## config.mk

```make
export PLATFORM = sky130hd
export DESIGN_NAME = pulse_train_ctrl
export DESIGN_NICKNAME = d
export VERILOG_FILES = /design/src/rtl/pulse_train_pkg.sv /design/src/rtl/pulse_phase_cnt.sv /design/src/rtl/pulse_train_ctrl.sv
export SDC_FILE = /design/constraint.sdc
export NUM_CORES = 1
export LEC_CHECK = 0
export BUFFER_PORTS_ARGS = -buffer_cell sky130_fd_sc_hd__buf_2
export CORE_MARGIN = 4
export CORE_UTILIZATION = 54
export DETAILED_ROUTE_END_ITERATION = 8
export PLACE_DENSITY = 0.82
export SKIP_CTS_REPAIR_TIMING = 1
export SLEW_MARGIN = 25
export SYNTH_ARGS = -nofsm -noshare
export SYNTH_HDL_FRONTEND = slang
export SYNTH_HIERARCHICAL = 1
export SYNTH_SLANG_ARGS = --single-unit
```

## constraint.sdc

```tcl
create_clock -name clk -period 2.9 [get_ports clk]
set_clock_uncertainty 0.15 [all_clocks]
set_input_delay 0.29 -clock clk [delete_from_list [all_inputs] [get_ports clk]]
set_output_delay 0.29 -clock clk [all_outputs]
set_load 0.02 [all_outputs]
```

## src/rtl/pulse_train_pkg.sv

```systemverilog
// Shared types and default widths for the pulse train controller.
package pulse_train_pkg;

  localparam int DEF_CNT_W = 8;
  localparam int DEF_NUM_W = 8;

  typedef enum logic [1:0] {
    ST_IDLE,
    ST_HIGH,
    ST_LOW,
    ST_DONE
  } state_e;

  function automatic logic is_running(input state_e s);
    return (s == ST_HIGH) || (s == ST_LOW);
  endfunction

endpackage

```

## src/rtl/pulse_phase_cnt.sv

```systemverilog
// Loadable down-counter shared by the HIGH and LOW phases; saturates at zero.
module pulse_phase_cnt
  import pulse_train_pkg::*;
#(
  parameter int CNT_W = DEF_CNT_W
) (
  input  logic             clk,
  input  logic             reset,
  input  logic             load,
  input  logic             en,
  input  logic [CNT_W-1:0] load_val,
  output logic             zero
);

  localparam logic [CNT_W-1:0] ONE_C = CNT_W'(1);

  logic [CNT_W-1:0] count_q;
  logic [CNT_W-1:0] count_d;

  always_comb begin
    count_d = count_q;
    if (load) begin
      count_d = load_val;
    end else if (en && (count_q != '0)) begin
      count_d = count_q - ONE_C;
    end
  end

  always_ff @(posedge clk or posedge reset) begin
    if (reset) begin
      count_q <= '0;
    end else begin
      count_q <= count_d;
    end
  end

  assign zero = (count_q == '0);

endmodule

```

## src/rtl/pulse_train_ctrl.sv

```systemverilog
// Sequences a bounded train of impulses (period/width/count latched at start).
// Optional macro PULSE_TRAIN_CONTINUOUS_EN: num_pulses == 0 runs until abort.
module pulse_train_ctrl
  import pulse_train_pkg::*;
#(
  parameter int CNT_W = DEF_CNT_W,
  parameter int NUM_W = DEF_NUM_W
) (
  input  logic             clk,
  input  logic             reset,
  input  logic             start,
  input  logic             abort,
  input  logic [CNT_W-1:0] period,
  input  logic [CNT_W-1:0] width,
  input  logic [NUM_W-1:0] num_pulses,
  output logic             impulse,
  output logic             busy,
  output logic             done,
  output logic [NUM_W-1:0] pulse_idx
);

`ifdef PULSE_TRAIN_CONTINUOUS_EN
  localparam bit CONT_EN = 1'b1;
`else
  localparam bit CONT_EN = 1'b0;
`endif

  localparam logic [CNT_W-1:0] ONE_C = CNT_W'(1);
  localparam logic [CNT_W-1:0] TWO_C = CNT_W'(2);
  localparam logic [NUM_W-1:0] ONE_N = NUM_W'(1);

  state_e           state_q, state_d;
  logic [CNT_W-1:0] high_load_q, high_load_d;
  logic [CNT_W-1:0] low_load_q, low_load_d;
  logic [NUM_W-1:0] remaining_q, remaining_d;
  logic [NUM_W-1:0] pulse_idx_q, pulse_idx_d;
  logic             inf_q, inf_d;
  logic             impulse_q, impulse_d;
  logic             busy_q, busy_d;
  logic             done_q, done_d;

  logic [CNT_W-1:0] eff_period;
  logic [CNT_W-1:0] eff_width;
  logic             cnt_load;
  logic             cnt_en;
  logic [CNT_W-1:0] cnt_load_val;
  logic             cnt_zero;

  // Clamp keeps both phase loads non-negative, so the counter never wraps.
  always_comb begin
    eff_period = (period < TWO_C) ? TWO_C : period;
    if (width == '0) begin
      eff_width = ONE_C;
    end else if (width >= eff_period) begin
      eff_width = eff_period - ONE_C;
    end else begin
      eff_width = width;
    end
  end

  pulse_phase_cnt #(
    .CNT_W(CNT_W)
  ) u_phase_cnt (
    .clk      (clk),
    .reset    (reset),
    .load     (cnt_load),
    .en       (cnt_en),
    .load_val (cnt_load_val),
    .zero     (cnt_zero)
  );

  always_comb begin
    state_d      = state_q;
    high_load_d  = high_load_q;
    low_load_d   = low_load_q;
    remaining_d  = remaining_q;
    pulse_idx_d  = pulse_idx_q;
    inf_d        = inf_q;
    cnt_load     = 1'b0;
    cnt_en       = 1'b0;
    cnt_load_val = high_load_q;

    unique case (state_q)
      ST_IDLE: begin
        if (start && !abort) begin
          high_load_d  = eff_width - ONE_C;
          low_load_d   = eff_period - eff_width - ONE_C;
          remaining_d  = num_pulses;
          pulse_idx_d  = '0;
          inf_d        = CONT_EN && (num_pulses == '0);
          if ((num_pulses != '0) || CONT_EN) begin
            state_d      = ST_HIGH;
            cnt_load     = 1'b1;
            cnt_load_val = eff_width - ONE_C;
          end else begin
            state_d = ST_DONE;
          end
        end
      end
      ST_HIGH: begin
        if (abort) begin
          state_d = ST_IDLE;
        end else if (cnt_zero) begin
          state_d      = ST_LOW;
          cnt_load     = 1'b1;
          cnt_load_val = low_load_q;
        end else begin
          cnt_en = 1'b1;
        end
      end
      ST_LOW: begin
        if (abort) begin
          state_d = ST_IDLE;
        end else if (cnt_zero) begin
          if (!inf_q && (remaining_q == ONE_N)) begin
            state_d = ST_DONE;
          end else begin
            state_d      = ST_HIGH;
            cnt_load     = 1'b1;
            cnt_load_val = high_load_q;
            pulse_idx_d  = pulse_idx_q + ONE_N;
            if (!inf_q) begin
              remaining_d = remaining_q - ONE_N;
            end
          end
        end else begin
          cnt_en = 1'b1;
        end
      end
      ST_DONE: begin
        state_d = ST_IDLE;
      end
      default: begin
        state_d = ST_IDLE;
      end
    endcase

    // Outputs are decoded from the next state so they are glitch-free flops.
    impulse_d = (state_d == ST_HIGH);
    busy_d    = is_running(state_d);
    done_d    = (state_d == ST_DONE);
  end

  always_ff @(posedge clk or posedge reset) begin
    if (reset) begin
      state_q     <= ST_IDLE;
      high_load_q <= '0;
      low_load_q  <= '0;
      remaining_q <= '0;
      pulse_idx_q <= '0;
      inf_q       <= 1'b0;
      impulse_q   <= 1'b0;
      busy_q      <= 1'b0;
      done_q      <= 1'b0;
    end else begin
      state_q     <= state_d;
      high_load_q <= high_load_d;
      low_load_q  <= low_load_d;
      remaining_q <= remaining_d;
      pulse_idx_q <= pulse_idx_d;
      inf_q       <= inf_d;
      impulse_q   <= impulse_d;
      busy_q      <= busy_d;
      done_q      <= done_d;
    end
  end

  assign impulse   = impulse_q;
  assign busy      = busy_q;
  assign done      = done_q;
  assign pulse_idx = pulse_idx_q;

endmodule

```

# After elaboration in Yosys (flattened, before gate mapping)
# Cells that the tools add are included.
dict set report word_totals {
  out_inout_bits 11
  ramBits 0
  elab_cells 82
  latch_bits 0
  in_bits 28
  register_bits 45
  memories 0
  romBits 0
}
dict set report classes {
  eq_ne 11
  n_div 0
  bitwise 0
  reduce_logical 14
  shifts 0
  n_lt_le_gt_ge 2
  n_mul 0
  n_addsub 7
  mux 39
}
# op n
set op_table {}
lappend op_table {{$mux 8} 17}
lappend op_table {{$pmux 8 s2} 3}
lappend op_table {{$sub 8x1->8 const B} 5}
lappend op_table {{$logic_not 8->1} 2}
lappend op_table {{$reduce_bool 8->1} 2}
lappend op_table {{$mux 2} 7}
lappend op_table {{$mux 1} 10}
lappend op_table {{$add 8x1->8 const B} 1}
lappend op_table {{$eq 2x2->1 const B} 4}
lappend op_table {{$eq 8x1->1 const B} 1}
lappend op_table {{$ge 8x8->1} 1}
lappend op_table {{$lt 8x2->1 const B} 1}
lappend op_table {{$ne 2x2->1 const B} 4}
lappend op_table {{$pmux 2 s4} 1}
lappend op_table {{$sub 8x8->8} 1}
lappend op_table {{$reduce_and 5->1} 1}
lappend op_table {{$eq 2x1->1 const B} 2}
lappend op_table {{$reduce_bool 2->1} 2}
lappend op_table {{$pmux 1 s3} 1}
lappend op_table {{$logic_and 1x1->1} 2}
lappend op_table {{$logic_not 2->1} 1}
lappend op_table {{$reduce_and 2->1} 1}
lappend op_table {{$reduce_or 2->1} 1}
lappend op_table {{$logic_not 1->1} 1}
lappend op_table {{$logic_or 1x1->1} 1}

# Longest topological paths before layout
# Gate-level depths: netlist of run 1.
dict set report depth {
  depth_word 10
  mapped_depth 21
  ltp_nobuf 19
}

# Hierarchy
# The synthesis of run 1 kept the hierarchy.
# module area_each_um2 seq_area_each_um2 n_inst cells_per_inst
set modules_own_cells {}
lappend modules_own_cells {pulse_train_ctrl 3215.6 925.9 1 390}
lappend modules_own_cells {pulse_phase_cnt 495.5 200.2 1 53}

# Worst setup path after synthesis of run 1
# Ideal clock, no wire load.
dict set report synth_timing {
  kind {input to register}
  start {input port period[2]}
  end {register low_load_q[6]}
  n_path_buf 2
  path_slack_ns -1.211
  required_ns 2.615
  t_arrival_ns 3.826
  setup_time_ns 0.135
  stages 20
  path_cell_list {buf_2 > or4_4 > nor3_1 > nor2_1 > ha_1 > a211o_1 > a31oi_1 > o21a_1 > buf_2 > nor2_1 > o21ai_1 > inv_1 > ha_1 > fa_1 > a21o_1 > a21oi_1 > o21bai_1 > a21oi_1 > xor2_1 > o21ai_0}
}
dict set report synth_between {
  elab_chain_len 7
  elab_cells_between_ends 8
  classes_between {add/sub: 3; order compare: 2; mux: 3}
}
# item line
set synth_rtl {}
lappend synth_rtl {{start: declaration} pulse_train_ctrl.sv:13} ;# input logic [CNT_W-1:0] period,
lappend synth_rtl {{$lt 8x2->1} pulse_train_ctrl.sv:51} ;# eff_period = (period < TWO_C) ? TWO_C : period;
lappend synth_rtl {{$mux 8 (*)} pulse_train_ctrl.sv:51}
lappend synth_rtl {{$sub 8x1->8 or $ge 8x8->1 (tied branches)} {pulse_train_ctrl.sv:55, pulse_train_ctrl.sv:54}}
lappend synth_rtl {{$mux 8} pulse_train_ctrl.sv:54} ;# end else if (width >= eff_period) begin
lappend synth_rtl {{$mux 8} pulse_train_ctrl.sv:52} ;# if (width == '0) begin
lappend synth_rtl {{$sub 8x8->8 (*)} pulse_train_ctrl.sv:87} ;# low_load_d = eff_period - eff_width - ONE_C;
lappend synth_rtl {{$sub 8x1->8 (*)} pulse_train_ctrl.sv:87}
lappend synth_rtl {{end signal: assignment} pulse_train_ctrl.sv:158} ;# low_load_q <= low_load_d;
lappend synth_rtl {{end: declaration} pulse_train_ctrl.sv:34} ;# logic [CNT_W-1:0] low_load_q, low_load_d;
# Mark *: on every way between the ends. The rest lies on a longest branch, timed or not.
# A chain may end at the register's enable or synchronous reset.

# Worst setup path in the final report of run 1
# Ends and elaborated chain as after synthesis.

==> qor.csv, run 1 <==
stage;metric;value;unit
run_status;outcome;complete, but fails checks;
run_status;failed_checks;setup timing;
layout;fin_cells;628;
worst_setup_path;crit_required;2930;ps
die;start_util;57.1;%
pwr;seq_power_share;32.2;%
synthesis;yosysTopAreaCell;dfrtp_1;
detailed_routing;num_vias;3761;
sta;fin_ws;-690;ps
synthesis;yosysWarnings;6;
worst_setup_path;cp-end-kind;flop;
detailed_routing;wl_per_cell;16.2;um
cts;cts.clk_slew.worst_paths;90;ps
synthesis;synthTopCellsByArea;dfrtp_1 (30%), ha_1 (9.4%), nand2_1 (5.7%);
pwr;netSwitchingPower;1.49;mW
synthesis;synth-edff-count;0;
synthesis;synth-seq-cells;45;
synthesis;syn_inst;443;
cts;clock_path_buffers;2;
global_route;first_global_vias;3521;
synthesis;async_reset_ff_share;100;%
min_path;min-delay-path-class;input pin to flop;
sta;rsz0062_at_grt;true;
worst_setup_path;critical_path_class;input pin to flop;
synthesis;synth.yosys.seq_area_share;30.3;%
layout;syn_to_final_growth;33.2;%
placed_design;gp_congestion;0.894;
placed_design;io_buffers;38;
pwr;p_leak;2.25;nW
synthesis;synth_common_cells;nand2_1 (56), dfrtp_1 (45), nor2_1 (29);
worst_setup_path;path_depth;19;
worst_setup_path;r2r_cells;10;
synthesis;synth.most_common_cell;nand2_1;
synthesis;netlist_area;3710;um2
min_path;hold_end;remaining_q[5];
sta;period_share;124;%
layout;drive_gt1_share;34.5;%
cts;htreeDepth;2;
cts;cts-root-buf;clkbuf_8;
worst_setup_path;rrSetupSlack;80;ps
synthesis;synth.avg_cell_area;8.38;um2
worst_setup_path;path_common_cell;ha_2;
pwr;switching_share;42.2;%
worst_setup_path;critPathLaunchType;input pin;
pwr;p_int;2.04;mW
worst_setup_path;worstPathCellList;buf_6 -> or4_4 -> nor3_4 -> nor2_2 -> ha_2 -> a211o_1 -> a31oi_4 -> o21a_1 -> nor2_1 -> o21ai_2 -> inv_1 -> ha_2 -> fa_2 -> a21o_1 -> a21oi_2 -> o21bai_1 -> a21oi_1 -> xor2_1 -> o21ai_1;
layout;final_area;4940;um2
placed_design;placed_area;4530;um2
detailed_routing;drcViolationCount;0;
die;die_w;90.9;um
worst_setup_path;r2r_end;u_phase_cnt/count_q[3];
cts;cts_tree;done;
worst_setup_path;crit_arrival;3620;ps
pwr;pwr-share-clk;15.9;%
layout;antenna_cells;0;
die;die_area;8260;um2
pwr;power.total;3.53;mW
pwr;p_per_area;714;nW/um2
sta;fmax;279;MHz
detailed_routing;dr.pass1.iters;4;
global_route;antenna_found_initial;0;
global_route;grt_pass1_wl;16100;um
sta;slew_headroom;55.0;%
worst_setup_path;crit_buf_inv;2;
cts;clk_latency;300;ps
synthesis;yosys.cell_types.count;72;
global_route;grt_max_degree;38;
die;ioPinCount;39;
sta;setup-tns-final;-5760;ps
placed_design;hpwl;7570;um
job;max_cap_violations;0;
placed_design;placed_cells;613;
cts;cts_inserted_buffers;5;
sta;setup_violations;16;
detailed_routing;drtIter0Drc;225;
synthesis;netlist.area_leader.share;30.3;%
cts;cts.sinks;45;
pwr;peakVddDrop;0.321;mV
sta;final-hold-violation-count;0;
synthesis;syn_nets;500;
synthesis;synth-main-ff-cell;dfrtp_1;
worst_setup_path;critical-path-top-delay-family;compound AO/OA/AOI/OAI gates;
sta;fin_hold_ws;96.3;ps
sta;period_minus_slack;3590;ps
worst_setup_path;slowest_delay;550;ps
global_route;grt_overflow_total;0;
worst_setup_path;crit-reg2reg-launch;u_phase_cnt/count_q[1];
die;rows;29;
detailed_routing;viasPerCell;5.99;
sta;slew_violations;0;
worst_setup_path;worst_path_max_delay_cell;or4_4;
detailed_routing;drt_wl_total;10200;um
die;fp.dieH;90.9;um
global_route;grt_usage;23.4;%
detailed_routing;drtAntennaViolNets;0;
worst_setup_path;critical_path.max_fanout;2;
pwr;power_frac_comb;51.9;%
min_path;hp-start;num_pulses[5];
die;core_area;6490;um2
min_path;hold_depth;3;
sta;tightest_slew;665;ps
layout;fin_nets;607;
## placed cells by master (no fill, tap or decap), types with 4 or more instances in the layout
master    synthesis  layout
xor2_1           14      13
nand3_1          15      14
dfrtp_1          45      45
a21oi_2           2       4
o21ai_1          19      21
xnor2_1          10       7
ha_1             28      24
mux2i_1           8       8
a21oi_1          25      23
o211ai_1          6       6
inv_1            27      27
buf_2             5      35
o21ai_2           2       5
nand2_1          56      56
nor2_2            0       4
nor2_1           29      24
nand2b_1          6       5
nor4_1            5       5
o22ai_1           4       4
clkbuf_8          0       5
o21ai_0          27      21
nor3_1            7       6
buf_4             0      82
## through the flow
stage,setup WS [ps],utilization [%]
after global routing,-894,76.1
final,-690,76.1
after CTS,-771,71.9
after floorplan,-958,-
after global placement,-946,69.8
after detailed placement,-1090,69.8
## kinds of logic after synthesis
group,Yosys count,synth area share (%)
simple gates,155,21.8
flops,45,30.3
fa+ha+maj,29,9.98
buf+inv,48,5.23
compound gates,131,23.9
xor+xnor,24,5.66
mux,11,3.07
## worst max path at each step
stage | end | slack [ps] | from
after global placement | low_load_q[6] | -950 | period[4]
after floorplan | low_load_q[6] | -960 | period[2]
final | low_load_q[6] | -690 | period[2]
after detailed placement | low_load_q[6] | -1090 | period[4]
after CTS | low_load_q[6] | -770 | period[4]
after global routing | low_load_q[6] | -890 | period[4]
## power by group through the flow
| stage | Clock [mW] | Sequential (mW) | Combinational [mW] |
|---|---|---|---|
| global route | 0.608 | 1.17 | 2.03 |
| CTS | 0.570 | 1.12 | 1.71 |
| floorplan | 0 | 1.10 | 1.19 |
| finish | 0.563 | 1.14 | 1.83 |
| detailed placement | 0 | 1.13 | 1.69 |
| global placement | 0 | 1.11 | 1.60 |
## registers in the layout, summed over array words and instances, names as in the netlist, 2 cells and up
register             flops
high_load_q              8
pulse_idx                8
remaining_q              8
low_load_q               8
state_q                  2
u_phase_cnt/count_q      8
## metal layers
metal	routed length, um	global-route usage, %
met2	5390	43.5
met1	4090	27.4
met4	295	8.54
met3	396	2.75
met5	0	0
## cell type report
type / instances / area (um2)
clock inverter: 3 / 68.8
tap: 77 / 96.3
multi-input combinational: 350 / 2660
inverter: 28 / 105
sequential: 45 / 1130
clock buffer: 5 / 68.8
timing repair buffer: 120 / 823
fill: 436 / 1550
## worst reg2reg max path: stages, from the launching register on
cell and delay, ps:
dfrtp_1 390, inv_1 100, ha_1 190, or4b_4 520, nor2_4 230, o41ai_4 150
or3_1 390, a31oi_4 260, nor2b_1 90, a22oi_2 160, o41ai_2 90
Power figures use the tool's default switching activity.
==> inputs of run 2 (changes only) <==
- PLACE_DENSITY: 0.82 -> 0.77
==> run 2 against run 1 <==
The run still ends with setup timing left. Final area rose by 3.3%. Largest cell class unchanged. Register-to-register slack improved by 30 ps. Die area did not move. Sequential power barely moved. Combinational power rose by 3%. Maximum frequency fell by 2.3%.
==> qor.csv, run 2 (synthesized netlist as in run 1, its figures left out) <==
stage;metric;value;unit
pwr;p_per_area;669;nW/um2
die;core_area;6490;um2
placed_design;gp_congestion;0.879;
layout;drive_gt1_share;37.4;%
sta;slew_headroom;50.5;%
detailed_routing;dr.pass1.iters;5;
layout;multi_input_area;2750;um2
layout;fin_nets;617;
worst_setup_path;cp-end-kind;flop;
die;ioPinCount;39;
sta;setup-tns-final;-7600;ps
die;fp.dieH;90.9;um
sta;final-hold-violation-count;0;
die;die_area;8260;um2
global_route;grt_pass1_wl;16000;um
worst_setup_path;slowest_delay;550;ps
layout;fillers;412;
die;start_util;57.1;%
sta;rsz0062_at_grt;true;
global_route;grt_max_degree;38;
detailed_routing;num_vias;3899;
die;die_w;90.9;um
detailed_routing;wl_per_cell;17.0;um
cts;clock_path_buffers;2;
worst_setup_path;worst_path_max_delay_cell;or4_4;
cts;cts.sinks;45;
cts;clk_latency;300;ps
detailed_routing;drcViolationCount;0;
worst_setup_path;path_common_cell;nor2_2;
pwr;peakVddDrop;0.269;mV
layout;seqCellArea;1130;um2
global_route;grt_overflow_total;0;
pwr;p_leak;2.30;nW
global_route;grt_usage;23.2;%
min_path;hold_depth;3;
cts;cts.clk_slew.worst_paths;90;ps
job;max_cap_violations;0;
min_path;min-delay-path-class;input pin to flop;
layout;layout_common_cells;buf_4 (83), nand2_1 (56), dfrtp_1 (45);
min_path;hold_end;remaining_q[5];
worst_setup_path;crit-reg2reg-launch;u_phase_cnt/count_q[1];
layout;antenna_cells;0;
worst_setup_path;critical_path_class;input pin to flop;
die;rows;29;
cts;cts_inserted_buffers;5;
detailed_routing;drt_wl_total;10900;um
placed_design;io_buffers;38;
sta;fin_ws;-774;ps
run_status;outcome;complete, but fails checks;
worst_setup_path;worstPathCellList;buf_6 -> or4_4 -> nor3_4 -> nor2_2 -> ha_2 -> a211o_1 -> a31oi_4 -> o21a_1 -> nor2_2 -> o21ai_2 -> inv_2 -> ha_4 -> fa_2 -> a21o_1 -> a21oi_2 -> o21bai_1 -> a21oi_1 -> xor2_1 -> o21ai_1;
worst_setup_path;r2r_cells;8;
worst_setup_path;critPathLaunchType;input pin;
min_path;hp-start;num_pulses[5];
worst_setup_path;crit_required;2920;ps
global_route;antenna_found_initial;0;
cts;cts-root-buf;clkbuf_8;
global_route;first_global_vias;3580;
worst_setup_path;crit_arrival;3690;ps
cts;htreeDepth;2;
layout;final_common_cell;buf_4;
sta;fmax;272;MHz
sta;tightest_slew;735;ps
placed_design;placed_cells;617;
sta;period_minus_slack;3670;ps
sta;period_share;127;%
sta;slew_violations;0;
detailed_routing;drtAntennaViolNets;0;
placed_design;hpwl;7550;um
worst_setup_path;rrSetupSlack;110;ps
layout;syn_to_final_growth;37.6;%
layout;fin_cells;638;
cts;cts_tree;done;
worst_setup_path;r2r_end;busy;
placed_design;dp_slack;-1050;ps
run_status;failed_checks;setup timing;
detailed_routing;viasPerCell;6.11;
worst_setup_path;critical_path.max_fanout;2;
detailed_routing;drtIter0Drc;179;
sta;setup_violations;20;
## run 2: cell type report
type	instances	share of cell area [%]
multi-input cells	350	53.9
clock inverters	3	0.490
repair buffers	130	18.3
well taps	77	1.89
clock buffers	5	1.35
flip-flops and latches	45	22.1
inverters	28	2.06
## run 2: worst max path at each step
stage,start,end,slack (ps)
after floorplan,period[2],low_load_q[6],-960
after global placement,period[4],low_load_q[6],-930
after detailed placement,period[4],low_load_q[6],-1050
after CTS,period[4],low_load_q[6],-740
after global routing,period[4],low_load_q[6],-910
final,period[4],low_load_q[6],-770
## run 2: where the power goes
group | internal [mW] | switching (mW) | total [mW]
Clock | 0.174 | 0.220 | 0.394
Combinational | 0.844 | 1.04 | 1.89
Sequential | 0.886 | 0.251 | 1.14
Total | 1.90 | 1.51 | 3.42
## run 2: worst max-delay path: cells and delay by family
kind	cells	cell delay (ps)
and+or+nand+nor	4	860
buffers and inverters	2	160
adders and majority gates	3	680
xor gates and xnor gates	1	190
AOI/OAI and AO/OA	9	1520
## run 2: layer usage
layer / global-route usage [%] / wire length, um / up-vias
li1: - / - / 1835
met1: 27.9 / 4200 / 1846
met2: 43.4 / 5690 / 174
met3: 1.83 / 493 / 44
met4: 7.79 / 484 / 0
met5: 0 / 0 / -
## run 2: per-stage QoR
step                hold slack [ps]  area (um2)  power (mW)  utilization (%)
floorplan                     -44.3        3800        2.29                -
global placement               97.5        4560        2.74             70.3
detailed placement              111        4560        2.82             70.3
CTS                            -218        4660        3.23             71.7
global route                   95.1        5110        3.70             78.6
finish                         97.1        5110        3.42             78.6
==> inputs of run 3 (changes only) <==
- clock period: 2.9 -> 3.2 ns (I/O delays scaled with it)
==> run 3 against run 2 <==
The run still ends with setup timing left. First-iteration DRC count rose by 40%. Clock power fell by 6.3%. Power fell by 11%. Cell count fell by 0.94%. Flip-flop and latch count did not move. Routed wire length fell by 5.8%. Final area fell by 3.7%. Worst hold slack improved by 41 ps. Die area did not move. Critical endpoint is now low_load_q[7].
==> qor.csv, run 3 (synthesized netlist as in run 1, its figures left out) <==
stage;metric;value;unit
sta;rsz0062_at_grt;true;
layout;fillers;478;
pwr;peakVddDrop;0.270;mV
sta;period_share;113;%
detailed_routing;viasPerCell;5.87;
layout;syn_to_final_growth;32.5;%
detailed_routing;drtIter0Drc;251;
die;fp.dieH;90.9;um
cts;cts_inserted_buffers;5;
worst_setup_path;r2r_cells;12;
layout;multi_input_area;2620;um2
sta;fin_hold_ws;138;ps
layout;layout_common_cells;buf_4 (81), nand2_1 (55), dfrtp_1 (45);
layout;fin_cells;632;
pwr;p_leak;2.25;nW
global_route;grt_pass1_wl;16200;um
worst_setup_path;cp-end-kind;flop;
cts;cts.sinks;45;
layout;fin_nets;611;
detailed_routing;dr.pass1.iters;5;
sta;period_minus_slack;3610;ps
placed_design;hpwl;7570;um
min_path;hold_depth;3;
detailed_routing;drtAntennaViolNets;0;
layout;drive_gt1_share;34.2;%
layout;final_common_cell;buf_4;
placed_design;gp_congestion;0.939;
layout;seqCellArea;1130;um2
die;core_area;6490;um2
cts;cts_tree;done;
global_route;grt_max_degree;38;
pwr;power.total;3.03;mW
cts;htreeDepth;2;
placed_design;io_buffers;38;
die;die_w;90.9;um
worst_setup_path;crit_arrival;3640;ps
global_route;antenna_found_initial;0;
sta;fin_ws;-414;ps
global_route;grt_overflow_total;0;
job;max_cap_violations;0;
detailed_routing;drcViolationCount;0;
worst_setup_path;crit_required;3230;ps
detailed_routing;wl_per_cell;16.2;um
run_status;outcome;complete, but fails checks;
worst_setup_path;critPathLaunchType;input pin;
die;die_area;8260;um2
layout;final_area;4920;um2
sta;fmax;277;MHz
worst_setup_path;critical_path_class;input pin to flop;
cts;clock_path_buffers;2;
sta;setup-tns-final;-2550;ps
sta;tightest_slew;630;ps
die;start_util;57.1;%
sta;slew_violations;0;
placed_design;placed_cells;615;
detailed_routing;drt_wl_total;10200;um
global_route;grt_usage;23.5;%
cts;cts.clk_slew.worst_paths;90;ps
placed_design;dp_slack;-753;ps
die;rows;29;
sta;final-hold-violation-count;0;
global_route;first_global_vias;3578;
min_path;min-delay-path-class;input pin to flop;
sta;slew_headroom;57.4;%
run_status;failed_checks;setup timing;
worst_setup_path;critical_path.max_fanout;5;
die;ioPinCount;39;
cts;clk_latency;310;ps
worst_setup_path;rrSetupSlack;350;ps
sta;setup_violations;12;
pwr;p_per_area;617;nW/um2
placed_design;placed_area;4540;um2
layout;antenna_cells;0;
layout;utilization;75.7;%
detailed_routing;num_vias;3710;
cts;cts-root-buf;clkbuf_8;
run 3: cell types whose count changed in the layout (fill, tap and decap cells not counted), moves of 3 or more:
cell / change
o21ai_0: +4
nor2_1: +4
o21ai_2: +3
o21ai_1: -5
buf_6: -4
run 3: path summary, 6_finish.rpt:
check                                  startpoint                     end
max in group asynchronous                   reset          high_load_q[3]
min in group asynchronous                   reset  u_phase_cnt/count_q[0]
hold reg to reg                     low_load_q[7]           low_load_q[7]
setup reg to reg           u_phase_cnt/count_q[0]  u_phase_cnt/count_q[3]
setup / recovery                        period[4]           low_load_q[7]
hold / removal                      num_pulses[5]          remaining_q[5]
run 3: final cells by class:
cell class,instances,share of cell area [%]
multi-input combinational,350,53.4
sequential,45,22.9
timing repair buffer,124,17.7
inverter,28,2.14
tap,77,1.96
clock buffer,5,1.40
clock inverter,3,0.509
run 3: layer usage:
| layer | routed length, um | vias to the layer above | GRT usage [%] | part of all wire, % |
|---|---|---|---|---|
| met5 | 0 | - | 0 | 0 |
| met4 | 354 | 0 | 8.17 | 3.5 |
| met3 | 440 | 24 | 2.83 | 4.3 |
| met2 | 5460 | 106 | 43.9 | 53 |
| met1 | 3970 | 1755 | 27.8 | 39 |
| li1 | - | 1825 | - | - |
run 3: report_power, final:
group / internal, mW / switching, mW
Clock: 0.158 / 0.211
Sequential: 0.802 / 0.222
Combinational: 0.724 / 0.916
run 3: critical path, cell delays in order:
cell      delay, ps
buf_6            90
or4_4           540
nor3_4          230
nor2_2           60
ha_2            170
a211o_1         280
a31oi_4         190
o21ai_4          90
o211ai_1        370
ha_1            320
a21o_1          180
a21oi_2         180
o21ai_2          90
o41ai_2         320
xnor2_1         160
o21ai_1          70
